### config.mk
export PLATFORM = sky130hd
export DESIGN_NAME = mem_arbiter
export DESIGN_NICKNAME = d
export VERILOG_FILES = /design/src/rtl/mem_arbiter.sv
export SDC_FILE = /design/constraint.sdc
export NUM_CORES = 1
export LEC_CHECK = 0
export ABC_CLOCK_PERIOD_IN_PS = 6710
export BUFFER_PORTS_ARGS = -buffer_cell sky130_fd_sc_hd__buf_4
export CORE_ASPECT_RATIO = 1.1
export CORE_MARGIN = 2
export CORE_UTILIZATION = 34
export CTS_CLUSTER_DIAMETER = 60
export DETAILED_ROUTE_END_ITERATION = 10
export PLACE_DENSITY = 0.83
export SYNTH_ARGS = -nofsm -noshare
export SYNTH_HDL_FRONTEND = slang
export SYNTH_SLANG_ARGS = --single-unit
### constraint.sdc
create_clock -name clk -period 6.71 [get_ports clk]
set_clock_uncertainty 0.1 [all_clocks]
set_input_delay 1.0065 -clock clk [delete_from_list [all_inputs] [get_ports clk]]
set_output_delay 1.0065 -clock clk [all_outputs]
set_load 0.01 [all_outputs]
### src/rtl/mem_arbiter.sv
// Two-requester arbiter for data-memory port 1: instruction fetch (A) and
// load/store (B), one issue per cycle, B-priority with an A starvation override.
module mem_arbiter #(
    parameter int MEM_WORDS    = 64,
    parameter int STARVE_LIMIT = 4
) (
    input  logic        clk,
    input  logic        rst,
    input  logic        a_req_i,
    input  logic [15:0] a_addr_i,
    output logic        a_ack_o,
    output logic        a_rvalid_o,
    output logic [15:0] a_rdata_o,
    input  logic        b_req_i,
    input  logic        b_we_i,
    input  logic        b_byte_enable_i,
    input  logic        b_byte_select_i,
    input  logic [15:0] b_addr_i,
    input  logic [15:0] b_wdata_i,
    output logic        b_ack_o,
    output logic        b_rvalid_o,
    output logic [15:0] b_rdata_o,
    output logic        b_err_o,
    output logic        mem_en_o,
    output logic        mem_we_o,
    output logic        mem_byte_enable_o,
    output logic        mem_byte_select_o,
    output logic [15:0] mem_addr_o,
    output logic [15:0] mem_wdata_o,
    input  logic [15:0] mem_rdata_i,
    input  logic        mem_wait_i
);
    localparam logic [15:0] WORDS = 16'(MEM_WORDS);
    localparam logic [3:0]  LIMIT = 4'(STARVE_LIMIT);

    typedef enum logic [1:0] {G_NONE, G_A, G_B} grant_t;

    grant_t      grant;
    logic [3:0]  starve_q, starve_d;
    logic        pend_q, pend_d;
    logic        pend_b_q, pend_b_d;
    logic        pend_oor_q, pend_oor_d;
    logic        b_err_q, b_err_d;
    logic        stall, a_in, b_in, deliver;

    // A returning read that the memory is still stalling blocks any new issue.
    assign stall = pend_q && mem_wait_i;
    assign a_in  = a_addr_i < WORDS;
    assign b_in  = b_addr_i < WORDS;

    always_comb begin
        grant = G_NONE;
        if (!rst && !stall) begin
            if (starve_q == LIMIT && a_req_i) grant = G_A;
            else if (b_req_i)                 grant = G_B;
            else if (a_req_i)                 grant = G_A;
        end
    end

    assign a_ack_o = (grant == G_A);
    assign b_ack_o = (grant == G_B);

    always_comb begin
        mem_en_o          = 1'b0;
        mem_we_o          = 1'b0;
        mem_byte_enable_o = 1'b0;
        mem_byte_select_o = 1'b0;
        mem_addr_o        = '0;
        mem_wdata_o       = '0;
        case (grant)
            G_A: begin
                mem_en_o   = a_in;
                mem_addr_o = a_addr_i;
            end
            G_B: begin
                // Out-of-range accesses are acked but never reach the memory.
                mem_en_o          = b_in;
                mem_we_o          = b_we_i && b_in;
                mem_byte_enable_o = b_byte_enable_i;
                mem_byte_select_o = b_byte_select_i;
                mem_addr_o        = b_addr_i;
                mem_wdata_o       = b_wdata_i;
            end
            default: ;
        endcase
    end

    assign deliver    = pend_q && !mem_wait_i && !rst;
    assign a_rvalid_o = deliver && !pend_b_q;
    assign b_rvalid_o = deliver && pend_b_q;
    assign a_rdata_o  = (a_rvalid_o && !pend_oor_q) ? mem_rdata_i : 16'h0000;
    assign b_rdata_o  = (b_rvalid_o && !pend_oor_q) ? mem_rdata_i : 16'h0000;
    assign b_err_o    = b_err_q;

    always_comb begin
        starve_d   = starve_q;
        pend_d     = pend_q;
        pend_b_d   = pend_b_q;
        pend_oor_d = pend_oor_q;
        b_err_d    = (grant == G_B) && !b_in;
        if (!stall) begin
            pend_d     = (grant == G_A) || (grant == G_B && !b_we_i);
            pend_b_d   = (grant == G_B);
            pend_oor_d = (grant == G_A) ? !a_in : !b_in;
            if (grant == G_B && a_req_i)
                starve_d = (starve_q == LIMIT) ? starve_q : starve_q + 4'd1;
            else
                starve_d = '0;
        end
    end

    always_ff @(posedge clk) begin
        if (rst) begin
            starve_q   <= '0;
            pend_q     <= 1'b0;
            pend_b_q   <= 1'b0;
            pend_oor_q <= 1'b0;
            b_err_q    <= 1'b0;
        end else begin
            starve_q   <= starve_d;
            pend_q     <= pend_d;
            pend_b_q   <= pend_b_d;
            pend_oor_q <= pend_oor_d;
            b_err_q    <= b_err_d;
        end
    end
endmodule

==> results.md, run 1 <==
Detailed routing:
- The via count is 1664.
- Using the TritonRoute via totals, the vias-per-cell ratio works out to 5.012.
- The remaining number of nets flagged by the antenna check after routing is 0.
- The iteration-0 DRC count of the detailed router is 78.
- In the final routed layout, each cell accounts on average for 12.91 um.
- Wire segments on met3 add up to 552 um in the final route.
- The number of DRC violations after detailed routing is 0.
- The number of detailed-routing iterations run before antenna repair is 4.
- The routed wire length is 4287 um.
- The highest routing layer actually used is met4.
- After detailed routing, the met2 layer carries 2116 um of wire.
- For this block, wires on met1 add up to 1475 um.

STA:
- The tightest slew margin relative to the limit is 55.26%.
- After layout, the minimum clock period comes to 4.153 ns.
- The number of setup violations in the final report is 0.
- Setup repair after global routing left no endpoint under its margin.
- In the post-route analysis, the smallest setup slack over all paths is 2.557 ns.
- The hold violation total from the final report is 0.
- The period utilization is 61.89%.
- The setup total negative slack is 0 ns.
- For the pin with the worst max-slew slack, the measured transition is 0.6711 ns.
- The number of max-slew violations in the final report is 0.
- The maximum operating frequency is 0.2408 GHz.

Setup path:
- The launching element type of the critical path is an input pin.
- For this run, the slowest stage of the critical path takes 0.59 ns.
- The endpoint of the lowest-slack register-to-register path is starve_q[1].
- The critical path starts at mem_wait_i.
- STA puts the critical path data arrival time at 3.05 ns.
- Traced cell by cell, the critical path runs through buf_4 -> and2_1 -> nor2_1 -> and3_1 -> ha_1 -> nor4b_1 -> nand3_1 -> a21oi_2 -> buf_4.
- The worst setup path is captured at a primary output.
- The maximum fanout along the worst path is 20.
- The slowest stage of the critical path is the sky130_fd_sc_hd__ha_1 cell.
- The setup path with the least slack is of type in -> out.
- The worst reg-to-reg setup slack is 3.96 ns.
- The number of cell instances on the worst register-to-register path is 11.
- The cell that appears most often on the critical path is sky130_fd_sc_hd__buf_4.
- The critical path contains buffers and inverters numbering 2 combined.
- Data on the critical path is required at its endpoint by 5.60 ns.
- The depth of the critical timing path with buffers and inverters included is 9.
- Broken down by cell family, the worst path's largest delay share belongs to simple AND/OR/NAND/NOR gates.
- The worst register-to-register path begins at starve_q[0].
- The most critical setup path has its endpoint at mem_en_o.

Cells and area:
- The net count of the finished layout is 377.
- Compared with the post-synthesis result, the final layout area differs by 100.0%.
- The share of cells above drive strength 1 is 51.34%.
- The number of antenna diodes is 0.
- Measured on the finished design, the core utilization comes to 71.76%.

Power:
- The worst supply voltage drop on vdd is 0.07061 mV.
- The reported leakage power is 1.199 nW.
- Combinational logic is responsible for 48.2% of the overall power.
- The clock network is responsible for 22.3% of the overall power.
- Of the total power, the share spent switching nets is 31.26%.
- The net switching power is 0.00005328 W.
- The internal power consumption is 0.0001171 W.
- The sequential share of power is 29.5%.
- The power density over the cells is 77.92 nW/um^2.

Synth:
- The dominant cell by count in the synthesized netlist is sky130_fd_sc_hd__and2_1.
- The proportion of synthesized flip-flops having asynchronous set or reset is 0%.
- The sequential-to-total area share from yosys stat is 14.65%.
- The cell area after technology mapping is 1094 um^2.
- After synthesis, the most frequently instantiated cells are 35 x sky130_fd_sc_hd__and2_1, 22 x sky130_fd_sc_hd__nor2_1, 18 x sky130_fd_sc_hd__and3_1.
- In the synthesized netlist the dominant register cell turns out to be sky130_fd_sc_hd__dfxtp_1.
- The synthesized netlist contains 33 unique library cells.
- Yosys attributes the largest share of cell area to sky130_fd_sc_hd__and2_1 20%, sky130_fd_sc_hd__dfxtp_1 15%, sky130_fd_sc_hd__a22oi_1 11%, sky130_fd_sc_hd__and3_1 10%, sky130_fd_sc_hd__nor2_1 7.6%.
- The synthesized design spends more area on one cell type than any other, namely sky130_fd_sc_hd__and2_1.
- The number of enable flip-flop cells after synthesis is 0.
- The number of standard cells after synthesis is 164.
- The net count after synthesis is 241.
- Yosys printed 0 warnings.
- The area fraction of the dominant cell type after synthesis is 20.02%.
- The number of register bits inferred by synthesis is 8.
- Each instance of the synthesized netlist takes up on average 6.668 um^2.

Global routing:
- In the global route stage, overall resource usage came out at 22.71%.
- The number of global-route vias before repair is 1538.
- The initial antenna violation count is 0.
- The maximum number of pins on one net before global-route repair is 25.
- The leftover overflow at the end of global routing is 0.
- The global-route wire length before repair is 6775 um.

Placed design:
- During placement, the flow inserted port buffers numbering 144.
- Detailed placement ended at an HPWL of 3589 um.
- At the end of routability-driven placement, the weighted congestion stood at 0.8316.
- Before CTS, the worst setup slack after placement is 2.547 ns.

Clock tree:
- TritonCTS built the clock tree.
- The clock-pin transition on the worst setup and hold timing paths is 0.05 ns.
- The buffers inserted during post-CTS setup optimization is 0.
- For this design, the CTS-stage hold fixing added 0 buffers.
- The clock tree root buffer cell is sky130_fd_sc_hd__clkbuf_4.
- The number of gates resized after cts is 0.
- In this run the number of H-tree levels came out at 1.
- TritonCTS created 3 clock buffers.
- The clock latency of the later-clocked register in the worst-skew pair is 0.26 ns.
- The maximum clock path buffer count is 2.
- Clock tree synthesis found a total of 8 sinks.

Die:
- The core region is 3048 um^2.
- The floorplan has 21 rows.
- The area of the die is 3687 um^2.
- From left edge to right edge, the die measures 58.08 um.
- 145 I/O pins were placed.
- The vertical die dimension is 63.48 um.
- The initial core utilization is 35.88%.

Min path:
- The classification of the worst-slack hold path is reg -> reg.

Outcome:
- The run finished with clean final reports.

Flow run:
- The total of max-cap violations is 0.
per-stage QoR:
stage | instance area (um^2) | hold WS, ns | std cells | power [W]
after floorplan | 1094 | 0.3600 | 164 | 0.00008163
after global placement | 2165 | 0.3813 | 329 | 0.0001329
after detailed placement | 2165 | 0.3872 | 329 | 0.0001337
after CTS | 2187 | 0.3954 | 332 | 0.0001712
after global routing | 2187 | 0.4437 | 332 | 0.0001812
final | 2187 | 0.3922 | 332 | 0.0001704
per-layer routing:
| metal | global-route usage (%) | vias to the layer above |
|---|---|---|
| met5 | 0 | - |
| met4 | 9.302 | 0 |
| met3 | 6.982 | 13 |
| met2 | 39.49 | 109 |
| met1 | 25.03 | 704 |
| li1 | - | 838 |
flip-flops by register name, indices dropped and copies added, names as in the netlist:
register    cells
b_err_o         1
pend_oor_q      1
starve_q        4
pend_b_q        1
pend_q          1
placed cells by master, fill, tap and decap left out:
| cell | count |
|---|---|
| sky130_fd_sc_hd__a21oi_1 | 6 |
| sky130_fd_sc_hd__a21oi_2 | 1 |
| sky130_fd_sc_hd__a22oi_1 | 16 |
| sky130_fd_sc_hd__a31oi_1 | 1 |
| sky130_fd_sc_hd__and2_1 | 35 |
| sky130_fd_sc_hd__and2b_1 | 1 |
| sky130_fd_sc_hd__and3_1 | 18 |
| sky130_fd_sc_hd__buf_4 | 144 |
| sky130_fd_sc_hd__clkbuf_4 | 3 |
| sky130_fd_sc_hd__dfxtp_1 | 8 |
| sky130_fd_sc_hd__ha_1 | 5 |
| sky130_fd_sc_hd__inv_1 | 6 |
| sky130_fd_sc_hd__mux2_2 | 1 |
| sky130_fd_sc_hd__nand2_1 | 9 |
| sky130_fd_sc_hd__nand2_2 | 1 |
| sky130_fd_sc_hd__nand3_1 | 4 |
| sky130_fd_sc_hd__nand3b_1 | 1 |
| sky130_fd_sc_hd__nand4b_1 | 1 |
| sky130_fd_sc_hd__nor2_1 | 22 |
| sky130_fd_sc_hd__nor2b_1 | 1 |
| sky130_fd_sc_hd__nor3_1 | 2 |
| sky130_fd_sc_hd__nor3_2 | 1 |
| sky130_fd_sc_hd__nor3b_1 | 1 |
| sky130_fd_sc_hd__nor4_1 | 1 |
| sky130_fd_sc_hd__nor4_4 | 1 |
| sky130_fd_sc_hd__nor4b_1 | 1 |
| sky130_fd_sc_hd__o21ai_0 | 1 |
| sky130_fd_sc_hd__o21ai_1 | 1 |
| sky130_fd_sc_hd__o32ai_1 | 1 |
| sky130_fd_sc_hd__or3_1 | 1 |
| sky130_fd_sc_hd__or4_1 | 2 |
| sky130_fd_sc_hd__or4_4 | 1 |
layout make-up:
type | count | area (um^2)
timing repair buffer | 144 | 1081
multi-input combinational | 137 | 858.3
clock buffer | 3 | 22.52
fill | 279 | 860.8
tap | 34 | 42.54
inverter | 6 | 22.52
sequential | 8 | 160.2
worst min-delay path: stages (launching register included):
cell	delay (ns)
sky130_fd_sc_hd__dfxtp_1	0.33
sky130_fd_sc_hd__nand2_1	0.06
sky130_fd_sc_hd__a21oi_1	0.05
cells by family after synthesis:
kind of cell | after synthesis | share of synthesized area [%]
AND/OR/NAND/NOR | 104 | 54.92
AO/OA/AOI/OAI | 27 | 16.82
buffers and inverters | 19 | 6.864
flip-flops | 8 | 14.64
adder cells (fa/ha/maj) | 5 | 5.721
multiplexers | 1 | 1.030
power by group through the flow:
stage | clock, W | sequential [W] | combinational (W)
after detailed placement | 0 | 0.0000513 | 0.0000824
after global routing | 0.0000400 | 0.0000505 | 0.0000907
after CTS | 0.0000383 | 0.0000503 | 0.0000826
final | 0.0000380 | 0.0000503 | 0.0000822
after global placement | 0 | 0.0000513 | 0.0000816
after floorplan | 0 | 0.0000512 | 0.0000305
how the worst min path moves through the flow:
stage	start	endpoint	slack, ns	cells after the start
floorplan	starve_q[3]	starve_q[3]	0.36	2
global placement	pend_b_q	pend_b_q	0.38	2
detailed placement	pend_b_q	pend_b_q	0.39	2
CTS	pend_b_q	pend_b_q	0.40	2
global route	pend_b_q	pend_b_q	0.44	2
finish	pend_b_q	pend_b_q	0.39	2
(Power assumes the default switching activity.)
==> inputs of run 2 (changes only) <==
- ABC_CLOCK_PERIOD_IN_PS: 6710 -> 3700
- CORE_UTILIZATION: 34 -> 29
- PLACE_DENSITY: 0.83 -> 0.75
- clock period: 6.71 -> 3.7 ns (I/O delays scaled with it)
==> run 2 against run 1 <==
Compared with the run above:
- flip-flop and latch count stayed put
- setup slack got worse by 2.0 ns
- sequential power up 82%
- power increased by 100%
- combinational power grew 85%
- final cell count rose by 5.1%
- register-to-register slack lost 3.1 ns
- critical path type is now reg -> out
- critical endpoint is now mem_addr_o[2]
- largest power group unchanged
==> results.md, run 2 (synthesis results as in run 1) <==
Outcome:
- The run finished with clean final reports.

Clock tree:
- The clock latency of the later-clocked register in the worst-skew pair is 0.23 ns.
- The root buffer cell chosen for the clock tree is sky130_fd_sc_hd__clkbuf_8.
- Clock-pin slew was measured on the worst setup and hold paths at 0.04 ns.
- TritonCTS built the clock tree.
- The buffers inserted during post-CTS setup optimization is 0.
- The clock passes through at most 2 buffers.
- In this run, post-CTS hold repair placed 0 buffers.
- Gates resized during post-CTS repair numbered 0.
- The total number of H-tree levels is 1.
- The total number of clock tree sinks is 8.
- Buffers inserted during clock tree synthesis total 3.

Placed design:
- The placed instances occupy a cell area of 2192 um^2.
- The cell total after placement is 346.
- The half-perimeter wire length of the detailed placement result is 3714 um.
- Input and output buffers added on the ports amount to 144.
- The routability congestion estimate from global placement is 0.7365.

Detailed routing:
- The routed wire length is 4562 um.
- The number of detailed-routing iterations run before antenna repair is 4.
- The detailed router placed 1689 vias in this run.
- Once detail routing completed, the nets flagged for antenna violations numbered 0.
- In the final routed layout, each cell accounts on average for 13.07 um.
- The ratio of routed vias to standard cells is 4.840.
- After the first detailed-routing iteration, the DRC count stood at 82.
- In the routed design, unresolved DRC markers number 0.

Cells and area:
- The most common library cell in the layout ignoring fill and taps is sky130_fd_sc_hd__buf_4.
- In the final design database the tool counted 378 nets.
- The number of antenna diodes is 0.
- The area growth from synthesis to layout is 104.2%.
- The summed area of non-filler cells in the final layout is 2233 um^2.
- Leaving out fill and tap cells, the most frequent cells in the layout are 145 x sky130_fd_sc_hd__buf_4, 35 x sky130_fd_sc_hd__and2_1, 22 x sky130_fd_sc_hd__nor2_1.
- The register with the most flip-flops in the layout has 4 of them.
- Of the cells placed in the final design, the portion with a size suffix greater than 1 is 51.51%.
- Ranked by flip-flop count, first place goes to starve_q.
- The finished layout holds 349 standard cells, fillers aside.

Setup path:
- STA classifies the critical path endpoint as a primary output.
- The critical path data arrival time is 2.45 ns.
- In this run the worst path has a maximum fanout of 18.
- The worst setup path is of the reg -> out kind.
- The launching element type of the critical path is a flip-flop.
- The number of buffers and inverters on the critical path is 3.
- The largest single stage delay on the critical path is 0.62 ns.
- The critical path goes through inv_1 -> ha_1 -> nand3b_1 -> nand2_1 -> and3_1 -> inv_1 -> ha_1 -> a22oi_1 -> nor2_1 -> buf_4.
- For this design, the slowest cell found on the critical path is sky130_fd_sc_hd__ha_1.
- The kind of cell with the highest combined delay along the critical path is adder cells.
- The required time of the critical path is 3.04 ns.
- The worst reg-to-reg setup slack is 0.89 ns.

Global routing:
- The overall fraction of global-route tracks in use is 18.48%.
- The number of global-route vias before repair is 1466.
- The leftover overflow at the end of global routing is 0.
- The initial antenna violation count is 0.
- Entering global routing, the biggest net connects 25 pins.
- The first global-routing pass estimated 6382 um of wire.

STA:
- The period utilization is 83.91%.
- The tightest slew margin relative to the limit is 53.06%.
- For this run, the top clock speed supported by timing is 0.3221 GHz.
- The worst path in the final design needs a cycle of 3.105 ns, including I/O delays and setup.
- On the final layout, the worst hold slack is 0.3883 ns.
- The number of max-slew violations in the final report is 0.
- Setup violations remaining at the end of the flow were counted as 0.
- The hold violation total from the final report is 0.
- Setup total negative slack on the finished layout was measured at 0 ns.
- The transition at the pin with the smallest max-transition slack is 0.7041 ns.
- Setup repair after global routing left no endpoint under its margin.

Power:
- The worst supply voltage drop on vdd is 0.07386 mV.
- The reported leakage power is 1.212 nW.
- Power spread over the standard cell area amounts to 155.6 nW/um^2.
- The overall power consumption is 0.0003475 W.

Die:
- The top-level port count is 145.
- The vertical die dimension is 68.41 um.
- The placement row count is 23.
- The core footprint is 3626 um^2.
- Once the floorplan was initialized, standard cells occupied 30.16% of the core.
- The die covers 4279 um^2.
- The die outline width is 62.55 um.

Flow run:
- The total of max-cap violations is 0.

Min path:
- The tightest min-delay check is of the reg -> reg type.
[run 2: cell count changes in the layout (fill, tap and decap cells not counted), sizes merged]
cell | before | now
buf | 144 | 145
[run 2: cell type report]
class / instances / area (um^2)
fillers: 346 / 1393
repair buffers: 145 / 1089
multi-input cells: 137 / 858.3
flip-flops and latches: 8 / 160.2
well taps: 50 / 62.56
clock buffers: 3 / 41.29
inverters: 6 / 22.52
[run 2: worst register-to-register path, delay by kind of cell (launching register included)]
kind	cells	cell delay (ns)
compound gates	1	0.31
flops	1	0.39
buf+inv	2	0.16
fa+ha+maj	2	0.82
mux	1	0.37
simple gates	5	0.60
[run 2: stage by stage]
stage	worst slack, ns	util (%)
final	0.5955	61.59
after CTS	0.6214	61.59
after global routing	0.4001	61.59
after floorplan	0.9506	-
after global placement	0.8125	60.46
after detailed placement	0.7066	60.46
[run 2: path summary, 6_finish.rpt]
path | depth (start not counted) | start | to
min | 2 | pend_b_q | pend_b_q
max | 10 | starve_q[0] | mem_addr_o[2]
min reg2reg | 2 | pend_b_q | pend_b_q
max reg2reg | 11 | starve_q[0] | starve_q[1]
[run 2: layer usage]
metal	share of wire [%]	track usage (%)
met5	0	0
met4	1.3	8.333
met1	37	19.09
met3	11	4.276
met2	50	36.16
[run 2: power breakdown]
part / internal [W] / total [W] / switching [W]
sequential: 0.0000895 / 0.0000917 / 0.00000221
clock: 0.0000704 / 0.000104 / 0.0000338
combinational: 0.0000865 / 0.000152 / 0.0000651
total: 0.000246 / 0.000348 / 0.000101
